===== config.mk =====
export PLATFORM = sky130hd
export DESIGN_NAME = mem_port_arbiter_flat
export DESIGN_NICKNAME = d
export VERILOG_FILES = /design/src/rtl/mem_port_arbiter_if.sv /design/src/rtl/mem_port_arbiter.sv /design/src/flat_wrapper.sv
export SDC_FILE = /design/constraint.sdc
export NUM_CORES = 1
export LEC_CHECK = 0
export BUFFER_PORTS_ARGS = -buffer_cell sky130_fd_sc_hd__buf_4
export CAP_MARGIN = 20
export CORE_UTILIZATION = 40
export CTS_CLUSTER_DIAMETER = 120
export DETAILED_ROUTE_END_ITERATION = 10
export PLACE_DENSITY_LB_ADDON = 0.2
export RECOVER_POWER = 25
export SYNTH_ARGS = -nofsm -noshare
export SYNTH_HDL_FRONTEND = slang
export SYNTH_SLANG_ARGS = --single-unit

===== constraint.sdc =====
create_clock -name clock -period 2.1 [get_ports clock]
set_input_delay 0.315 -clock clock [delete_from_list [all_inputs] [get_ports clock]]
set_output_delay 0.315 -clock clock [all_outputs]
set_load 0.02 [all_outputs]

===== src/rtl/mem_port_arbiter_if.sv =====
// Bus bundle between the fetch/data requesters, the shared memory and the arbiter.
// Optional perf-counter port is present only when MEM_ARB_PERF_CNT_EN is defined.
interface mem_port_arbiter_if;
  localparam int unsigned DATA_W = 16;
  localparam int unsigned ADDR_W = 16;

  logic              if_req;
  logic [ADDR_W-1:0] if_addr;
  logic              if_gnt;
  logic              if_rvalid;
  logic [DATA_W-1:0] if_rdata;

  logic              dm_req;
  logic              dm_we;
  logic [ADDR_W-1:0] dm_addr;
  logic [DATA_W-1:0] dm_wdata;
  logic              dm_gnt;
  logic              dm_rvalid;
  logic [DATA_W-1:0] dm_rdata;

  logic              mem_en;
  logic              mem_we;
  logic [ADDR_W-1:0] mem_addr;
  logic [DATA_W-1:0] mem_wdata;
  logic [DATA_W-1:0] mem_rdata;

  logic              stall;
`ifdef MEM_ARB_PERF_CNT_EN
  logic [15:0]       stall_cnt;
`endif

  // Arbiter side
  modport slave (
    input  if_req, if_addr, dm_req, dm_we, dm_addr, dm_wdata, mem_rdata,
    output if_gnt, if_rvalid, if_rdata, dm_gnt, dm_rvalid, dm_rdata,
    output mem_en, mem_we, mem_addr, mem_wdata, stall
`ifdef MEM_ARB_PERF_CNT_EN
    , output stall_cnt
`endif
  );

  // Requester / memory side
  modport master (
    output if_req, if_addr, dm_req, dm_we, dm_addr, dm_wdata, mem_rdata,
    input  if_gnt, if_rvalid, if_rdata, dm_gnt, dm_rvalid, dm_rdata,
    input  mem_en, mem_we, mem_addr, mem_wdata, stall
`ifdef MEM_ARB_PERF_CNT_EN
    , input stall_cnt
`endif
  );
endinterface


===== src/rtl/mem_port_arbiter.sv =====
// Shares one single-port memory between instruction fetch and data access.
// Data wins contention until fetch has lost STARVE_LIMIT times in a row.
// Read responses are routed back through a MEM_LATENCY-deep owner tag pipe.
// State updates on the falling clock edge to match the pipeline registers.
// Define MEM_ARB_PERF_CNT_EN to add the saturating stall_cnt output.
module mem_port_arbiter #(
  parameter int unsigned MEM_LATENCY  = 1,
  parameter int unsigned STARVE_LIMIT = 3
) (
  input logic               clock,
  input logic               reset_n,
  mem_port_arbiter_if.slave bus
);
  localparam int unsigned DATA_W = 16;
  localparam int unsigned ADDR_W = 16;
  localparam int unsigned CNT_W  = 4;
  localparam logic [CNT_W-1:0] LIMIT = CNT_W'(STARVE_LIMIT);
  localparam logic OWNER_IF = 1'b0;
  localparam logic OWNER_DM = 1'b1;

  typedef struct packed {
    logic valid;
    logic owner;
  } tag_t;

  typedef enum logic [1:0] {
    GRANT_NONE = 2'd0,
    GRANT_IF   = 2'd1,
    GRANT_DM   = 2'd2
  } grant_e;

  grant_e                      grant;
  logic [CNT_W-1:0]            starve_q;
  logic [CNT_W-1:0]            starve_d;
  logic [ADDR_W-1:0]           sel_addr;
  tag_t                        tag_in;
  tag_t [MEM_LATENCY-1:0]      tag_q;
  tag_t                        tag_out;
  logic                        if_rvalid_q;
  logic                        dm_rvalid_q;
  logic [DATA_W-1:0]           if_rdata_q;
  logic [DATA_W-1:0]           dm_rdata_q;
  logic                        stall_c;

  // Pick the winner for this cycle: data first unless fetch is starving
  always_comb begin
    grant = GRANT_NONE;
    if (bus.dm_req && (!bus.if_req || (starve_q < LIMIT))) begin
      grant = GRANT_DM;
    end else if (bus.if_req) begin
      grant = GRANT_IF;
    end
  end

  // Drive the memory port and grants from the winner; all zero when idle
  always_comb begin
    bus.if_gnt    = 1'b0;
    bus.dm_gnt    = 1'b0;
    bus.mem_en    = 1'b0;
    bus.mem_we    = 1'b0;
    bus.mem_wdata = '0;
    sel_addr      = '0;
    tag_in        = '0;
    case (grant)
      GRANT_IF: begin
        bus.if_gnt   = 1'b1;
        bus.mem_en   = 1'b1;
        sel_addr     = bus.if_addr;
        tag_in.valid = 1'b1;
        tag_in.owner = OWNER_IF;
      end
      GRANT_DM: begin
        bus.dm_gnt    = 1'b1;
        bus.mem_en    = 1'b1;
        bus.mem_we    = bus.dm_we;
        bus.mem_wdata = bus.dm_wdata;
        sel_addr      = bus.dm_addr;
        tag_in.valid  = ~bus.dm_we;
        tag_in.owner  = OWNER_DM;
      end
      default: ;
    endcase
    bus.mem_addr = sel_addr >> 1;
  end

  assign stall_c   = bus.if_req & ~bus.if_gnt;
  assign bus.stall = stall_c;

  // Next starvation count: cleared when fetch wins or stops asking
  always_comb begin
    starve_d = starve_q;
    if (!bus.if_req || (grant == GRANT_IF)) begin
      starve_d = '0;
    end else if ((grant == GRANT_DM) && (starve_q < LIMIT)) begin
      starve_d = starve_q + CNT_W'(1);
    end
  end

  // Starvation counter register
  always_ff @(negedge clock or negedge reset_n) begin
    if (!reset_n) begin
      starve_q <= '0;
    end else begin
      starve_q <= starve_d;
    end
  end

  // Owner tag pipe, one entry per cycle, aligned with memory read latency
  always_ff @(negedge clock or negedge reset_n) begin
    if (!reset_n) begin
      tag_q <= '0;
    end else begin
      tag_q[0] <= tag_in;
      for (int i = 1; i < int'(MEM_LATENCY); i++) begin
        tag_q[i] <= tag_q[i-1];
      end
    end
  end

  assign tag_out = tag_q[MEM_LATENCY-1];

  // Route the returning read to its owner; the other port keeps its data
  always_ff @(negedge clock or negedge reset_n) begin
    if (!reset_n) begin
      if_rvalid_q <= 1'b0;
      dm_rvalid_q <= 1'b0;
      if_rdata_q  <= '0;
      dm_rdata_q  <= '0;
    end else begin
      if_rvalid_q <= tag_out.valid && (tag_out.owner == OWNER_IF);
      dm_rvalid_q <= tag_out.valid && (tag_out.owner == OWNER_DM);
      if (tag_out.valid && (tag_out.owner == OWNER_IF)) begin
        if_rdata_q <= bus.mem_rdata;
      end
      if (tag_out.valid && (tag_out.owner == OWNER_DM)) begin
        dm_rdata_q <= bus.mem_rdata;
      end
    end
  end

  assign bus.if_rvalid = if_rvalid_q;
  assign bus.dm_rvalid = dm_rvalid_q;
  assign bus.if_rdata  = if_rdata_q;
  assign bus.dm_rdata  = dm_rdata_q;

`ifdef MEM_ARB_PERF_CNT_EN
  logic [15:0] stall_cnt_q;

  // Saturating count of fetch stall cycles
  always_ff @(negedge clock or negedge reset_n) begin
    if (!reset_n) begin
      stall_cnt_q <= '0;
    end else if (stall_c && (stall_cnt_q != 16'hFFFF)) begin
      stall_cnt_q <= stall_cnt_q + 16'(1);
    end
  end

  assign bus.stall_cnt = stall_cnt_q;
`endif

endmodule

===== src/flat_wrapper.sv =====
// flat-port wrapper written by rule: the top's interface ports become plain ports
module mem_port_arbiter_flat 
#(
  parameter int unsigned MEM_LATENCY  = 1,
  parameter int unsigned STARVE_LIMIT = 3
)
  (clock, reset_n, bus_if_req, bus_if_addr, bus_dm_req, bus_dm_we, bus_dm_addr, bus_dm_wdata, bus_mem_rdata, bus_if_gnt, bus_if_rvalid, bus_if_rdata, bus_dm_gnt, bus_dm_rvalid, bus_dm_rdata, bus_mem_en, bus_mem_we, bus_mem_addr, bus_mem_wdata, bus_stall);
  mem_port_arbiter_if bus_i ();
  input logic clock;
  input logic reset_n;
  input wire logic [$bits(bus_i.if_req)-1:0] bus_if_req;
  input wire logic [$bits(bus_i.if_addr)-1:0] bus_if_addr;
  input wire logic [$bits(bus_i.dm_req)-1:0] bus_dm_req;
  input wire logic [$bits(bus_i.dm_we)-1:0] bus_dm_we;
  input wire logic [$bits(bus_i.dm_addr)-1:0] bus_dm_addr;
  input wire logic [$bits(bus_i.dm_wdata)-1:0] bus_dm_wdata;
  input wire logic [$bits(bus_i.mem_rdata)-1:0] bus_mem_rdata;
  output wire logic [$bits(bus_i.if_gnt)-1:0] bus_if_gnt;
  output wire logic [$bits(bus_i.if_rvalid)-1:0] bus_if_rvalid;
  output wire logic [$bits(bus_i.if_rdata)-1:0] bus_if_rdata;
  output wire logic [$bits(bus_i.dm_gnt)-1:0] bus_dm_gnt;
  output wire logic [$bits(bus_i.dm_rvalid)-1:0] bus_dm_rvalid;
  output wire logic [$bits(bus_i.dm_rdata)-1:0] bus_dm_rdata;
  output wire logic [$bits(bus_i.mem_en)-1:0] bus_mem_en;
  output wire logic [$bits(bus_i.mem_we)-1:0] bus_mem_we;
  output wire logic [$bits(bus_i.mem_addr)-1:0] bus_mem_addr;
  output wire logic [$bits(bus_i.mem_wdata)-1:0] bus_mem_wdata;
  output wire logic [$bits(bus_i.stall)-1:0] bus_stall;
  assign bus_i.if_req = bus_if_req;
  assign bus_i.if_addr = bus_if_addr;
  assign bus_i.dm_req = bus_dm_req;
  assign bus_i.dm_we = bus_dm_we;
  assign bus_i.dm_addr = bus_dm_addr;
  assign bus_i.dm_wdata = bus_dm_wdata;
  assign bus_i.mem_rdata = bus_mem_rdata;
  assign bus_if_gnt = bus_i.if_gnt;
  assign bus_if_rvalid = bus_i.if_rvalid;
  assign bus_if_rdata = bus_i.if_rdata;
  assign bus_dm_gnt = bus_i.dm_gnt;
  assign bus_dm_rvalid = bus_i.dm_rvalid;
  assign bus_dm_rdata = bus_i.dm_rdata;
  assign bus_mem_en = bus_i.mem_en;
  assign bus_mem_we = bus_i.mem_we;
  assign bus_mem_addr = bus_i.mem_addr;
  assign bus_mem_wdata = bus_i.mem_wdata;
  assign bus_stall = bus_i.stall;
  mem_port_arbiter #(.MEM_LATENCY(MEM_LATENCY), .STARVE_LIMIT(STARVE_LIMIT)) u_core (.clock(clock), .reset_n(reset_n), .bus(bus_i));
endmodule

# --- After elaboration in Yosys (flattened, before gate mapping) ---
# Cells that the tools add are included.
word_totals:
  regBits: 40
  input_bits: 69
  output_inout_bits: 71
op_classes:
  n_addsub: 1
  magnitude_cmp: 1
  eq_ne: 2
  muxes: 11
  n_bitwise: 4
  reduce_logical: 9
op_table:
  columns: ["operator", "count"]
  rows:
  - ["$pmux W16 S2", 1]
  - ["$mux W16", 1]
  - ["$mux W4", 2]
  - ["$mux W1", 5]
  - ["$add A4 B1 Y4 const B", 1]
  - ["$logic_and A1 B1 Y1", 4]
  - ["$lt A4 B2 Y1 const B", 1]
  - ["$pmux W2 S2", 1]
  - ["$not A1 Y1", 3]
  - ["$eq A2 B1 Y1 const B", 1]
  - ["$eq A2 B2 Y1 const B", 1]
  - ["$logic_or A1 B1 Y1", 2]
  - ["$mux W2", 1]
  - ["$reduce_bool A2 Y1", 1]
  - ["$reduce_or A2 Y1", 1]
  - ["$and A1 B1 Y1", 1]
  - ["$logic_not A1 Y1", 1]

# --- Longest topological paths before layout ---
# Gate-level depths: netlist of the first run.
logic_depth:
  word_depth: 8
  mapped_depth: 5

==> impl_metrics.csv, run 1 <==
group,metric,value,unit
global_routing,antenna_found_initial,0,
critical_path,cpPeakStageDelay,580,ps
clock_network,cts.path.max_buffers,2,
clock_network,root_buffer,"clkbuf_8",
detailed_routing,dr_total_vias,1821,
run_status,status,"finished with violations",
critical_path,cp_top_family,"simple AND/OR/NAND/NOR gates",
global_routing,grt_max_degree,41,
critical_path,worstReg2RegEnd,"u_core.bus.if_rdata[0]",
placed_design,dp_hpwl,3.76,mm
placed_design,dpl_cell_area,0.00305,mm^2
layout,areaGrowthSynthToFinish,90.2,%
critical_path,critPathRequiredTime,1780,ps
layout,multi_input_area,943,um^2
critical_path,crit_path_start,"u_core.starve_q[0]",
logic_synthesis,yosysWarnings,0,
critical_path,cp-start-kind,"register",
global_routing,grt_pass1_wl,9.11,mm
detailed_routing,antenna_left,0,
logic_synthesis,ys_ff_latch,40,
layout,fin_cells,355,
worst_hold_path,hp-class,"register to register",
detailed_routing,drtPass1Iterations,7,
critical_path,worstPathMaxFanout,4,
detailed_routing,drc,13,
floorplan,io_pins,140,
global_routing,grtUsageTotal,23.6,%
critical_path,r2r_cells,3,
detailed_routing,wire_per_inst,16.7,um
layout,n_antenna_cell,0,
timing,hold_viol,0,
layout,n_fill_cell,257,
critical_path,critPathBufInv,1,
critical_path,reg2reg_slack,320,ps
clock_network,cts.sink_count,40,
timing,tightest_slew,959,ps
layout,utilization,80.8,%
floorplan,coreArea,0.00444,mm^2
placed_design,port_buffers,136,
floorplan,std_cell_rows,24,
critical_path,critPathCapture,"bus_mem_addr[11]",
timing,setup_slack,-1130,ps
timing,max_slew_margin,36.1,%
global_routing,grt_pass1_vias,1941,
floorplan,dieArea,0.00500,mm^2
timing,holdWs,476,ps
critical_path,timing.rr.start,"u_core.tag_out[0]",
critical_path,arrival,2920,ps
layout,seqCellArea,0.00100,mm^2
pwr,leakage,1.81,nW
placed_design,dp_cells,335,
critical_path,worstPathCellList,"ha_4 -> or4b_4 -> a32o_2 -> buf_6",
layout,drive_above_1_share,75.9,%
clock_network,cts_tree,"yes",
run,maxCapViolations,0,
floorplan,die_w,70.7,um
clock_network,cts_htree_levels,2,
pwr,power_density,743,mW/mm^2
layout,final_area,0.00359,mm^2
timing,rsz0062_at_grt,"true",
logic_synthesis,synthDistinctLibCells,20,
global_routing,grt-ovfl-total,0,
logic_synthesis,synth_area,0.00189,mm^2
critical_path,critPathKind,"register to output pin",
detailed_routing,vias_per_cell,5.13,
logic_synthesis,syn_avg_cell_area,12.6,um^2
timing,final-setup-viol-count,69,
clock_network,clkLatencyLatePin,290,ps
clock_network,cts_buffers,5,
layout,fin_nets,372,
critical_path,worst_setup_path_end_kind,"output pin",
run_status,violations,"DRC, setup timing",
placed_design,place_congestion,0.796,
detailed_routing,wl,5.92,mm
logic_synthesis,ys_seq_area_share,53.0,%
critical_path,cp_slowest_cell,"or4b_4",
floorplan,initial_core_util,42.5,%
timing,maxSlewViolCount,0,
critical_path,cp.depth,4,
logic_synthesis,syn_inst,150,
timing,fin_worst_skew,2.13,ps
floorplan,die_height,70.7,um
clock_network,cts.clk_slew.worst_paths,50,ps
pwr,ir_drop,0.000355,V
detailed_routing,drtIter0Drc,79,
-- cell families after synthesis --
kind of cell    after synthesis  synth area share [%]
mux                          32                  19.1
fa+ha+maj                     1                 0.663
compound gates               17                  8.95
buf+inv                      18                  4.37
other cells                   1                 0.199
simple gates                 41                  13.7
flops                        40                  53.0
-- how the worst min path moves through the flow --
stage	cells after the start	endpoint	slack [ps]	from
after floorplan	1	u_core.starve_q[0]	450	u_core.starve_q[0]
after global placement	1	u_core.bus.dm_rdata[0]	450	u_core.bus.dm_rdata[0]
after detailed placement	1	u_core.bus.dm_rdata[14]	460	u_core.bus.dm_rdata[14]
after CTS	1	u_core.bus.dm_rdata[14]	480	u_core.bus.dm_rdata[14]
after global routing	1	u_core.bus.dm_rdata[7]	490	u_core.bus.dm_rdata[7]
final	1	u_core.bus.dm_rdata[14]	480	u_core.bus.dm_rdata[14]
-- power by group --
part	total (mW)	internal (mW)	switching [mW]
registers	0.988	0.904	0.0842
clock network	0.680	0.419	0.261
logic	0.999	0.568	0.431
total	2.67	1.89	0.776
-- state kept, by name, summed over array words and instances, names as in the netlist --
signal	flops
u_core.bus.dm_rdata	16
u_core.bus.if_rdata	16
u_core.starve_q	4
u_core.tag_out	2
u_core.bus.dm_rvalid	1
u_core.bus.if_rvalid	1
-- synth_stat cells (all sizes together) --
cell type | number | area, um^2
nand2 | 1 | 3.75
or4b | 1 | 10.0
nand2b | 1 | 6.26
buf | 5 | 33.8
nor3b | 1 | 7.51
dfrtn | 40 | 1000
a32o | 15 | 150
nor2 | 1 | 3.75
and2 | 17 | 106
a31oi | 1 | 6.26
ha | 1 | 12.5
conb | 1 | 3.75
mux2 | 32 | 360
and3 | 18 | 113
o31ai | 1 | 12.5
clkbuf | 10 | 37.5
inv | 3 | 11.3
and4 | 1 | 8.76
-- area by class of cell --
type                       count  area share (%)
sequential                    40            27.9
inverter                       3           0.314
clock buffer                   7            2.68
clock inverter                 1           0.836
multi-input combinational     96            26.3
timing repair buffer         156            40.2
tap                           52            1.81
-- worst register-to-register path, delay by kind of cell, from the launching register on --
family,cells,cell delay [ps]
buffers and inverters,1,700
muxes,1,430
DFF,1,400
and+or+nand+nor,1,100
-- cells in the final DEF, fill, tap and decap left out --
cell / synthesis / routed
buf_4: 1 / 82
buf_6: 1 / 70
dfrtn_1: 40 / 40
mux2_2: 32 / 32
and2_1: 17 / 15
a32o_2: 0 / 15
and3_4: 0 / 10
clkbuf_8: 0 / 7
and3_1: 18 / 4
and3_2: 0 / 4
inv_1: 3 / 3
or4b_4: 0 / 3
conb_1: 1 / 3
and2_4: 0 / 2
clkbuf_1: 10 / 2
nor2_1: 1 / 1
o31ai_4: 0 / 1
a31oi_1: 1 / 1
nand2b_1: 1 / 1
nand2_1: 1 / 1
and4_1: 1 / 1
nor3b_1: 1 / 1
ha_4: 0 / 1
bufinv_16: 0 / 1
buf_16: 0 / 1
clkbuf_2: 0 / 1
-- metal layers --
| metal | share of wire (%) | global-route usage, % | wire (um) |
|---|---|---|---|
| met5 | 0 | 0 | 0 |
| met4 | 1.6 | 8.44 | 93 |
| met3 | 8.1 | 6.70 | 482 |
| met2 | 52 | 43.1 | 3100 |
| met1 | 38 | 26.3 | 2240 |
-- stage by stage --
stage / TNS (ps) / power, mW / setup WS [ps]
floorplan: -23410 / 1.40 / -818
global placement: -26970 / 1.80 / -826
detailed placement: -27710 / 1.82 / -853
CTS: -42260 / 2.66 / -1140
global route: -44040 / 2.77 / -1180
finish: -41710 / 2.67 / -1130
-- what timing repair did --
item,in CTS,in global routing
pin swaps,23,15
buffers inserted,6,6
cloned,3,0
hold buffers,0,0
endpoints found under the setup margin,69,69
gates resized for setup,78,9
Note: power is estimated with default switching activity, not from simulation.
==> run 2, diff against run 1 <==
--- a/config.mk
+++ b/config.mk
@@ -7,6 +7,7 @@
 export LEC_CHECK = 0
 export BUFFER_PORTS_ARGS = -buffer_cell sky130_fd_sc_hd__buf_4
 export CAP_MARGIN = 20
+export CORE_MARGIN = 10
 export CORE_UTILIZATION = 40
 export CTS_CLUSTER_DIAMETER = 120
 export DETAILED_ROUTE_END_ITERATION = 10
==> run 2 against run 1 <==
- the run ends with setup timing left
- critical path depth unchanged
- die area up 57%
- flip-flop and latch count unchanged
- highest routed layer unchanged
==> impl_metrics.csv, run 2 (synthesized netlist as in run 1, its figures left out) <==
group,metric,value,unit
timing,tightest_slew,987,ps
critical_path,cp.depth,4,
clock_network,cts.path.max_buffers,2,
pwr,combPwrFrac,40.1,%
placed_design,dp_slack,-847,ps
critical_path,worstPathCellList,"ha_4 -> or4b_4 -> a32o_2 -> buf_6",
run_status,status,"finished with violations",
timing,hold_viol,0,
critical_path,worst_setup_path_end_kind,"output pin",
clock_network,cts_hold_buf,0,
global_routing,grt_max_degree,41,
detailed_routing,top_layer,"met4",
critical_path,worstPathMaxFanout,8,
placed_design,dp_cells,337,
timing,final-setup-viol-count,69,
critical_path,cp_top_family,"simple AND/OR/NAND/NOR gates",
detailed_routing,drtIter0Drc,31,
pwr,p_clk_share,20.7,%
pwr,power.internal,1.75,mW
detailed_routing,drtPass1Iterations,4,
worst_hold_path,hold_start,"u_core.bus.dm_rdata[2]",
detailed_routing,met1_length,2.47,mm
clock_network,root_buffer,"clkbuf_8",
critical_path,reg2reg_slack,380,ps
layout,drive_above_1_share,76.6,%
detailed_routing,vias_per_cell,5.18,
clock_network,cts.sink_count,40,
floorplan,coreArea,0.00447,mm^2
placed_design,place_congestion,0.780,
critical_path,cp_slowest_cell,"or4b_4",
critical_path,worstReg2RegEnd,"u_core.bus.dm_rdata[8]",
floorplan,initial_core_util,42.2,%
timing,max_slew_margin,34.2,%
floorplan,die_w,88.7,um
timing,maxSlewViolCount,0,
global_routing,antenna_found_initial,0,
pwr,p_seq_share,39.2,%
clock_network,cts_buffers,5,
layout,final_common_cell,"buf_4",
timing,holdWs,475,ps
floorplan,die_height,88.7,um
detailed_routing,wl,7.23,mm
floorplan,dieArea,0.00787,mm^2
critical_path,critPathKind,"register to output pin",
critical_path,arrival,2880,ps
worst_hold_path,hold-path-cell-count,1,
detailed_routing,wl_met2,3.65,mm
critical_path,cp-start-kind,"register",
pwr,leakage,1.79,nW
placed_design,port_buffers,136,
worst_hold_path,whs_endpoint,"u_core.bus.dm_rdata[2]",
layout,fin_nets,373,
global_routing,grt-ovfl-total,0,
clock_network,cts_htree_levels,2,
critical_path,timing.rr.start,"u_core.tag_out[1]",
critical_path,r2r_cells,3,
run,maxCapViolations,0,
pwr,switchingPower,784,uW
pwr,power_density,703,mW/mm^2
critical_path,cpPeakStageDelay,550,ps
floorplan,io_pins,140,
global_routing,grt_pass1_vias,2083,
detailed_routing,wl_met3,1.06,mm
layout,n_antenna_cell,0,
detailed_routing,antenna_left,0,
critical_path,critPathRequiredTime,1780,ps
detailed_routing,drc,0,
pwr,p_sw_share,31.0,%
run_status,violations,"setup timing",
timing,setup_slack,-1100,ps
layout,fin_cells,356,
layout,areaGrowthSynthToFinish,90.5,%
clock_network,cts.clk_slew.worst_paths,50,ps
pwr,ir_drop,0.000299,V
timing,fin_worst_skew,4.53,ps
clock_network,cts_tree,"yes",
critical_path,critPathBufInv,1,
layout,final_cell_mix,"buf_4 (81), buf_6 (73), dfrtn_1 (40)",
detailed_routing,wire_per_inst,20.3,um
timing,rsz0062_at_grt,"true",
worst_hold_path,hp-class,"register to register",
placed_design,dp_hpwl,5.16,mm
global_routing,grt_pass1_wl,10.6,mm
clock_network,clkLatencyLatePin,290,ps
floorplan,std_cell_rows,24,
detailed_routing,dr_total_vias,1843,
global_routing,grtUsageTotal,17.4,%
## run 2: what timing repair did
item | CTS | global route
resized for setup | 78 | 16
pin swaps | 18 | 24
setup buffers | 5 | 3
gates cloned | 2 | 1
endpoints found under the setup margin | 69 | 69
endpoints found under the hold margin | 0 | 0
## run 2: stage by stage
step,cell area (um^2),util (%),total power [mW],TNS [ps]
after CTS,3500,78.3,2.52,-40590
final,3600,80.4,2.53,-40550
after global placement,3050,68.3,1.82,-25580
after floorplan,1940,-,1.40,-23410
after detailed placement,3050,68.3,1.84,-26530
after global routing,3600,80.4,2.64,-43190
## run 2: routing by layer
metal  up-vias  global-route usage (%)
met4         0                    3.96
met5         -                       0
met3         4                    11.8
met1       887                    16.4
met2        99                    30.4
li1        853                       -
## run 2: worst reg2reg max path, stage by stage, from the launching register on
cell,delay (ps)
dfrtn_1,340
nand2_1,60
clkbuf_1,730
mux2_2,420
## run 2: worst max-delay path by stage
| stage | end | start | slack (ps) |
|---|---|---|---|
| global placement | bus_mem_addr[11] | u_core.starve_q[0] | -830 |
| global route | bus_mem_addr[9] | u_core.starve_q[0] | -1130 |
| detailed placement | bus_mem_addr[11] | u_core.starve_q[0] | -850 |
| CTS | bus_mem_addr[7] | u_core.starve_q[0] | -1100 |
| floorplan | bus_mem_addr[11] | u_core.starve_q[0] | -820 |
| finish | bus_mem_addr[9] | u_core.starve_q[0] | -1100 |
## run 2: area by class of cell
class,instances,area (um^2)
repair buffers,157,1460
flip-flops and latches,40,1000
multi-input cells,96,967
fillers,270,877
clock buffers,7,86.3
well taps,52,65.1
inverters,3,11.3
clock inverters,1,7.51
## run 2: power groups by stage
stage / registers [mW] / logic, mW / clock network (mW)
CTS: 0.987 / 0.994 / 0.537
finish: 0.990 / 1.01 / 0.524
floorplan: 1.12 / 0.281 / 0
global route: 1.01 / 1.07 / 0.563
detailed placement: 0.977 / 0.858 / 0
global placement: 0.971 / 0.847 / 0
